**config.mk**
```make
export PLATFORM = sky130hd
export DESIGN_NAME = ps2_rx
export DESIGN_NICKNAME = d
export VERILOG_FILES = /design/src/rtl/ps2_pkg.sv /design/src/rtl/ps2_line_filter.sv /design/src/rtl/ps2_rx.sv
export SDC_FILE = /design/constraint.sdc
export NUM_CORES = 1
export LEC_CHECK = 0
export CELL_PAD_IN_SITES_DETAIL_PLACEMENT = 2
export CELL_PAD_IN_SITES_GLOBAL_PLACEMENT = 2
export CORE_MARGIN = 1.5
export CORE_UTILIZATION = 31
export DETAILED_ROUTE_END_ITERATION = 10
export GPL_TIMING_DRIVEN = 0
export PLACE_DENSITY = 0.77
export SYNTH_ARGS = -nofsm -noshare
export SYNTH_HDL_FRONTEND = slang
export SYNTH_SLANG_ARGS = --single-unit
```
**constraint.sdc**
```tcl
create_clock -name clk_vga -period 1.7 [get_ports clk_vga]
set_input_delay 0.17 -clock clk_vga [delete_from_list [all_inputs] [get_ports clk_vga]]
set_output_delay 0.17 -clock clk_vga [all_outputs]
set_load 0.02 [all_outputs]
```
**src/rtl/ps2_pkg.sv**
```systemverilog
// Shared definitions for the PS/2 keyboard receiver and the downstream key mapper.
package ps2_pkg;

    typedef enum logic [1:0] {
        ST_IDLE   = 2'd0,
        ST_DATA   = 2'd1,
        ST_PARITY = 2'd2,
        ST_STOP   = 2'd3
    } ps2_state_e;

    localparam int FRAME_DATA_BITS = 8;

    // Set-2 scan codes used by the game controls; right paddle keys arrive E0-prefixed.
    localparam logic [7:0] SC_BREAK       = 8'hF0;
    localparam logic [7:0] SC_EXTENDED    = 8'hE0;
    localparam logic [7:0] SC_PADDLE_L_UP = 8'h1D;
    localparam logic [7:0] SC_PADDLE_L_DN = 8'h1B;
    localparam logic [7:0] SC_PADDLE_R_UP = 8'h75;
    localparam logic [7:0] SC_PADDLE_R_DN = 8'h72;

    function automatic logic odd_parity_ok(input logic [7:0] d, input logic p);
        return (^d) ^ p;
    endfunction

endpackage

```
**src/rtl/ps2_line_filter.sv**
```systemverilog
// Two-flop synchronizer plus a run-length filter for one PS/2 line; flags 1->0 transitions
// of the filtered level with a single-cycle strobe.
module ps2_line_filter #(
    parameter int FILTER_LEN = 8
) (
    input  logic clk_vga,
    input  logic rst,
    input  logic line_i,
    output logic level_o,
    output logic fe_o
);

    localparam int CW = (FILTER_LEN > 1) ? $clog2(FILTER_LEN) : 1;
    localparam logic [CW-1:0] CNT_LAST = CW'(FILTER_LEN - 1);

    logic [1:0]    sync_q;
    logic          level_q;
    logic          fe_q;
    logic [CW-1:0] cnt_q;

    always_ff @(posedge clk_vga) begin
        if (rst) begin
            sync_q  <= 2'b11;
            level_q <= 1'b1;
            fe_q    <= 1'b0;
            cnt_q   <= '0;
        end else begin
            sync_q <= {sync_q[0], line_i};
            fe_q   <= 1'b0;
            if (sync_q[1] == level_q) begin
                cnt_q <= '0;
            end else if (cnt_q == CNT_LAST) begin
                // FILTER_LEN consecutive differing samples: accept the new level
                level_q <= sync_q[1];
                fe_q    <= level_q;
                cnt_q   <= '0;
            end else begin
                cnt_q <= cnt_q + 1'b1;
            end
        end
    end

    assign level_o = level_q;
    assign fe_o    = fe_q;

endmodule

```
**src/rtl/ps2_rx.sv**
```systemverilog
// PS/2 device-to-host frame receiver (receive only) on clk_vga.
// Define PS2_RX_TIMEOUT_EN to abort partial frames after TIMEOUT_CYCLES without a falling edge.
//
// state     | meaning
// ST_IDLE   | waiting for a start bit on the next falling edge
// ST_DATA   | shifting in 8 data bits, LSB first
// ST_PARITY | capturing the odd-parity bit
// ST_STOP   | checking stop bit and parity, then publishing the byte
module ps2_rx
    import ps2_pkg::*;
#(
    parameter int FILTER_LEN     = 8,
    parameter int TIMEOUT_CYCLES = 5000
) (
    input  logic       clk_vga,
    input  logic       rst,
    input  logic       ps2_clk_in,
    input  logic       ps2_dat_in,
    output logic [7:0] data,
    output logic       data_valid,
    output logic       parity_err,
    output logic       frame_err,
    output logic       busy
);

    logic       clk_fe;
    logic       clk_level_unused;
    logic [1:0] dat_sync_q;
    logic       dat_s;

    ps2_state_e state_q;
    logic [2:0] bit_cnt_q;
    logic [7:0] shreg_q;
    logic       par_q;
    logic [7:0] data_q;
    logic       valid_q;
    logic       perr_q;
    logic       ferr_q;
    logic       expired;

    ps2_line_filter #(.FILTER_LEN(FILTER_LEN)) u_clk_filter (
        .clk_vga (clk_vga),
        .rst     (rst),
        .line_i  (ps2_clk_in),
        .level_o (clk_level_unused),
        .fe_o    (clk_fe)
    );

    always_ff @(posedge clk_vga) begin
        if (rst) dat_sync_q <= 2'b11;
        else     dat_sync_q <= {dat_sync_q[0], ps2_dat_in};
    end
    assign dat_s = dat_sync_q[1];

`ifdef PS2_RX_TIMEOUT_EN
    logic [12:0] wdog_q;

    always_ff @(posedge clk_vga) begin
        if (rst || clk_fe || state_q == ST_IDLE) wdog_q <= '0;
        else                                     wdog_q <= wdog_q + 1'b1;
    end
    assign expired = (state_q != ST_IDLE) && (wdog_q == 13'(TIMEOUT_CYCLES - 1));
`else
    logic [12:0] timeout_unused;
    assign timeout_unused = 13'(TIMEOUT_CYCLES);
    assign expired        = 1'b0;
`endif

    always_ff @(posedge clk_vga) begin
        if (rst) begin
            state_q   <= ST_IDLE;
            bit_cnt_q <= '0;
            shreg_q   <= '0;
            par_q     <= 1'b0;
            data_q    <= '0;
            valid_q   <= 1'b0;
            perr_q    <= 1'b0;
            ferr_q    <= 1'b0;
        end else begin
            valid_q <= 1'b0;
            perr_q  <= 1'b0;
            ferr_q  <= 1'b0;
            // a falling edge in the expiry cycle wins over the watchdog
            if (clk_fe) begin
                unique case (state_q)
                    ST_IDLE: begin
                        if (!dat_s) begin
                            state_q   <= ST_DATA;
                            bit_cnt_q <= '0;
                        end else begin
                            ferr_q <= 1'b1;
                        end
                    end
                    ST_DATA: begin
                        shreg_q <= {dat_s, shreg_q[7:1]};
                        if (bit_cnt_q == 3'(FRAME_DATA_BITS - 1)) state_q <= ST_PARITY;
                        else bit_cnt_q <= bit_cnt_q + 1'b1;
                    end
                    ST_PARITY: begin
                        par_q   <= dat_s;
                        state_q <= ST_STOP;
                    end
                    ST_STOP: begin
                        if (!dat_s) begin
                            ferr_q <= 1'b1;
                        end else if (odd_parity_ok(shreg_q, par_q)) begin
                            data_q  <= shreg_q;
                            valid_q <= 1'b1;
                        end else begin
                            perr_q <= 1'b1;
                        end
                        state_q <= ST_IDLE;
                    end
                    default: state_q <= ST_IDLE;
                endcase
            end else if (expired) begin
                ferr_q  <= 1'b1;
                state_q <= ST_IDLE;
            end
        end
    end

    assign data       = data_q;
    assign data_valid = valid_q;
    assign parity_err = perr_q;
    assign frame_err  = ferr_q;
    assign busy       = (state_q != ST_IDLE);

endmodule

```
; Word level (Yosys, flattened, before mapping)
; Index checks and enable logic that the tools add are counted.
[classes]
reduce_logical = 14
eq_ne = 9
bitwise = 6
n_addsub = 2
n_mux = 11
[op_table]
columns = op, n
row1 = 2-bit one-hot mux with 4 select lines, 1
row2 = 4-bit AND reduction, 2
row3 = 8-bit parity, 1
row4 = "3-bit by 1-bit adder with 3-bit output, second input constant", 2
row5 = "3-bit equality test, second input constant", 2
row6 = 3-bit two-way mux, 2
row7 = "2-bit != test, second input constant", 3
row8 = 3-bit one-hot mux with 2 select lines, 1
row9 = 2-bit AND reduction, 3
row10 = 3-bit OR reduction, 2
row11 = 1-bit NOT, 5
row12 = "2-bit equality test, second input constant", 2
row13 = 1-bit two-way mux, 4
row14 = 2-bit two-way mux, 2
row15 = 2-bit nonzero test, 2
row16 = 4-bit OR reduction, 1
row17 = 3-bit AND reduction, 1
row18 = "2-bit by 1-bit equality test with 1-bit output, second input constant", 1
row19 = 2-bit zero test, 1
row20 = 1-bit one-hot mux with 2 select lines, 1
row21 = 2-bit OR reduction, 1
row22 = 1-bit equality test, 1
row23 = 1-bit XOR, 1
[word_totals]
input_bits = 4
regBits = 34
elab_cells = 55
output_inout_bits = 12

; Longest topological paths before layout
[depth]
depth_word = 3
mapped_depth = 6
mapped_depth_nobuf = 6

; Cells and area by module
; From an unflattened synthesis, not the netlist that was laid out.
[hier_totals]
cells_unflattened = 148
area_unflattened_um2 = 1487.7
[by_module_without_submodules]
columns = mod, instances, cells_per_inst, seq_area_each_um2, area_each_um2
row1 = ps2_rx, 1, 130, 540.5, 1248.7
row2 = ps2_line_filter, 1, 18, 140.1, 239.0

; Worst setup path after synthesis
; No wires, ideal clock.
[synth_path]
kind = register to register
from = reg shreg_q[2]
to = reg data_q[0], in the netlist data[0]
arrival_ps = 1496
required_time_ps = 1581
path_stages_with_launch = 6
period_less_slack_ps = 1614
path_buffers = 1
setup_time_ps = 119
path_slack_ps = 86
cell_sequence = dfxtp_1 > xor2_1 > xnor3_1 > mux2_4 > buf_6 > mux2i_1
[synth_between]
elab_chain_cells = 3
[synth_rtl]
columns = element, line
row1 = from (decl), ps2_rx.sv:33  ; logic [7:0] shreg_q;
row2 = from (signal assigned), ps2_rx.sv:95  ; shreg_q <= {dat_s, shreg_q[7:1]};
row3 = 8-bit parity, ps2_pkg.sv:22  ; return (^d) ^ p;
row4 = 1-bit XOR, ps2_pkg.sv:22
row5 = 4-bit AND reduction (no line), n/a
row6 = to (signal assigned), ps2_rx.sv:107  ; data_q <= shreg_q;
row7 = to (decl), ps2_rx.sv:35  ; logic [7:0] data_q;
; No other way between the ends.
; A chain may end at the register's enable or synchronous reset.

; Worst setup path in the final report
[layout_path]
from = reg shreg_q[2]
to = reg data_q[7], in the netlist data[7]
; Same word-level chain as after synthesis.

==> metrics.csv <==
stage;metric;value;unit
status;status;finished, final reports clean;
hold_path;hp-start;u_clk_filter.sync_q[0]$_SDFF_PP1_;
synthesis;ys_warn_count;0;
floorplanning;initial_core_util;31.9;%
power;p_per_area;807;mW/mm²
synthesis;synth.avg_cell_area;9.92;µm²
worst_setup_path;cp_top_family;XOR/XNOR gates;
worst_setup_path;cp_max_fo;8;
sta;finalClockSkew;0.00489;ns
sta;rsz0062_at_grt;false;
floorplanning;die_area;0.00522;mm²
finish;multiInputGateArea;774;µm²
worst_setup_path;crit_required;1.88;ns
worst_setup_path;r2r_cells;4;
worst_setup_path;end_kind;register;
synthesis;ys.flop_type;dfxtp_1;
sta;worstMarginPinSlew;0.483;ns
synthesis;yosysMostFrequentCell;dfxtp_1;
routing;wl;3410;µm
clock_network;cts_buffers;5;
flow_run;drv_cap;0;
finish;final_core_util;39.0;%
finish;area_delta_synth_final;22.1;%
synthesis;ys_seq_area_share;45.8;%
synthesis;synth_commonest_cells;dfxtp_1 (34), nand2b_1 (16), mux2i_1 (13), nand2_1 (13), nand3_1 (11);
placed_design;gp_congestion;0.662;
synthesis;synthTopCellsByArea;dfxtp_1 (46%), mux2i_1 (8.7%), ha_1 (7.6%), nand2b_1 (6.7%), nand3_1 (3.7%);
placed_design;dpl.hpwl;2490;µm
sta;fmaxAchievable;612;MHz
grt;antenna_found_initial;0;
synthesis;synth-seq-cells;34;
grt;grt_overflow;0;
floorplanning;die_x;72.3;µm
worst_setup_path;r2r-start;shreg_q[2]$_SDFFE_PP0P_;
grt;grt_first_pass_wirelength;5660;µm
sta;final-setup-viol-count;0;
power;p_leak;0.696;nW
worst_setup_path;critPathMaxStageDelay;0.45;ns
hold_path;holdPathEnd;u_clk_filter.sync_q[1]$_SDFF_PP1_;
clock_network;clk_pin_slew;0.07;ns
routing;drt_drc_violations_left;0;
worst_setup_path;cp.arrival;1.81;ns
synthesis;synthArstFlopShare;0;%
floorplanning;core-area;0.00466;mm²
worst_setup_path;startpoint_type;register;
grt;grt_usage;14.8;%
synthesis;synth.largest_area_cell;dfxtp_1;
routing;drt_iter0_drc;20;
routing;firstDrtPassIters;2;
floorplanning;die_y;72.3;µm
worst_setup_path;crit_chain;xor2_1 -> xnor3_1 -> mux2_4 -> mux2i_1;
synthesis;yosysUniqueCellTypes;26;
synthesis;syn-num-nets;163;
routing;viasPerCell;4.95;
clock_network;clockBufferDepth;2;
power;pwr-share-clk;42.7;%
finish;final_net_count;185;
clock_network;root_buffer;clkbuf_8;
finish;fillCellCount;491;
synthesis;synthesis.area;0.00149;mm²
hold_path;min_path_type;reg -> reg;
worst_setup_path;cp_slowest_cell;xnor3_1;
clock_network;clock-sinks;34;
clock_network;cts_tree;built;
power;internal_power;0.00114;W
routing;detail-route-antenna-nets;0;
finish;drive_above_1_share;13.3;%
power;p_sw;0.000322;W
synthesis;synth_edf_count;0;
power;worst_ir_drop_vdd;0.000247;V
routing;vias;1123;
power;switching_share;22.0;%
power;p_total;0.00147;W
finish;diodes;0;
clock_network;cts.htree.levels;2;
sta;relSlewSlack;67.8;%
synthesis;synth_top_area_share;45.8;%
worst_setup_path;worstSetupPathType;reg -> reg;
placed_design;port_buffers;15;
grt;grt_max_degree;11;
floorplanning;ioPinCount;16;
clock_network;cts_hold_buf;0;
hold_path;hold_path_depth;1;
clock_network;clkLatencyLatePin;0.29;ns
routing;wl_per_cell;15.0;µm
sta;finalCriticalPeriod;1.63;ns
power;pwr-share-seq;54.8;%
sta;finalCritPeriodShare;96.1;%
power;power_frac_comb;2.5;%
sta;hold_viol;0;
worst_setup_path;worstReg2RegEnd;data[7]$_SDFFE_PP0P_;
worst_setup_path;cp_num_buf_inv;0;
floorplanning;row_count;25;
grt;grt_pass1_vias;1223;
sta;finalMaxSlewViolations;0;
worst_setup_path;r2r_slack;0.07;ns
finish;seqCellArea;692;µm²
synthesis;syn_inst;150;
worst register-to-register path, stage by stage (launching register included):
cell and delay (ns):
dfxtp_2 0.37, xor2_1 0.16, xnor3_1 0.45, mux2_4 0.39, mux2i_1 0.14
flip-flops by register name, indices dropped and copies added (netlist names):
register              cells
par_q                     1
data_valid                1
state_q                   2
frame_err                 1
dat_sync_q                2
u_clk_filter.fe_o         1
u_clk_filter.sync_q       2
parity_err                1
bit_cnt_q                 3
u_clk_filter.level_o      1
data                      8
shreg_q                   8
u_clk_filter.cnt_q        3
cells by family (layout without fill, tap and decap cells):
family	Yosys count	after routing	share of synthesized area (%)
AO/OA/AOI/OAI	12	12	4.71
flip-flops	34	34	45.8
XOR/XNOR	7	7	5.97
buffers and inverters	10	33	3.03
AND/OR/NAND/NOR	64	64	23.2
multiplexers	14	14	9.76
adder cells (fa/ha/maj)	9	9	7.57
layout by cell type (no fill, tap or decap):
master           synthesis  final
a21oi_1                  9      9
dfxtp_2                  0      6
dfxtp_4                  0      1
nor3_1                   3      3
a211o_1                  1      1
nand2b_1                16     16
nor4_1                   1      1
dfxtp_1                 34     27
nor4bb_1                 1      1
xnor3_2                  0      1
nor2b_1                  3      3
or2_2                    4      4
nand3_1                 11     11
clkdlybuf4s15_1          0      1
nand2_1                 13     13
mux2_4                   1      1
clkinv_2                 0      1
or2b_1                   1      1
ha_1                     9      9
o2111ai_2                0      1
xor2_1                   1      1
clkbuf_8                 0      6
mux2i_1                 13     13
nor3b_1                  2      1
clkbuf_1                 6      7
xnor3_1                  2      1
clkdlybuf4s50_1          0     14
xnor2_1                  4      4
buf_4                    0      1
and2_1                   4      4
inv_1                    3      3
nor2_1                   5      5
a211oi_1                 1      1
nor3b_2                  0      1
through the flow:
step / instance area (µm²) / std cells / worst slack (ns) / TNS [ns] / hold slack (ns)
4_1_cts: 1810 / 228 / 0.00856 / 0 / 0.427
2_1_floorplan: 1490 / 150 / 0.0857 / 0 / 0.274
3_5_place_dp: 1710 / 219 / -0.121 / -1.30 / 0.410
5_1_grt: 1820 / 227 / 0.00632 / 0 / 0.443
3_3_place_gp: 1710 / 219 / -0.0294 / -0.294 / 0.393
6_report: 1820 / 227 / 0.0671 / 0 / 0.420
final cells by class:
| class | count | area share [%] |
|---|---|---|
| Clock buffer | 7 | 4.75 |
| Multi-Input combinational cell | 106 | 42.6 |
| Tap cell | 54 | 3.72 |
| Inverter | 3 | 0.620 |
| Clock inverter | 1 | 0.275 |
| Buffer | 6 | 1.24 |
| Timing Repair Buffer | 16 | 8.68 |
| Sequential cell | 34 | 38.1 |
worst max path at each step:
stage / endpoint / from / cells past startpoint / slack [ns]
floorplan: data[0]$_SDFFE_PP0P_ / shreg_q[2]$_SDFFE_PP0P_ / 5 / 0.09
global placement: state_q[1]$_SDFFE_PP0P_ / rst / 4 / -0.03
detailed placement: shreg_q[4]$_SDFFE_PP0P_ / rst / 4 / -0.12
CTS: data[7]$_SDFFE_PP0P_ / shreg_q[7]$_SDFFE_PP0P_ / 5 / 0.009
global route: busy / state_q[0]$_SDFFE_PP0P_ / 4 / 0.006
finish: data[7]$_SDFFE_PP0P_ / shreg_q[2]$_SDFFE_PP0P_ / 4 / 0.07
per-layer routing:
layer	part of all wire, %	global-route usage (%)
met3	3.3	4.58
met4	2.3	8.18
met5	0	0
met1	40	14.9
met2	54	27.0
repair_timing:
item	CTS	global route
setup buffers	1	0
endpoints found under the setup margin	9	13
resized for setup	3	10
pin swaps	1	1
cloned	0	0
power by group through the flow:
| stage | clock network, W | logic, W | registers [W] |
|---|---|---|---|
| floorplan | 0 | 0.0000211 | 0.000822 |
| global placement | 0 | 0.0000344 | 0.000822 |
| detailed placement | 0 | 0.0000368 | 0.000823 |
| CTS | 0.000647 | 0.0000371 | 0.000805 |
| global route | 0.000692 | 0.0000401 | 0.000803 |
| finish | 0.000626 | 0.0000364 | 0.000803 |
Power figures use the tool's default switching activity.
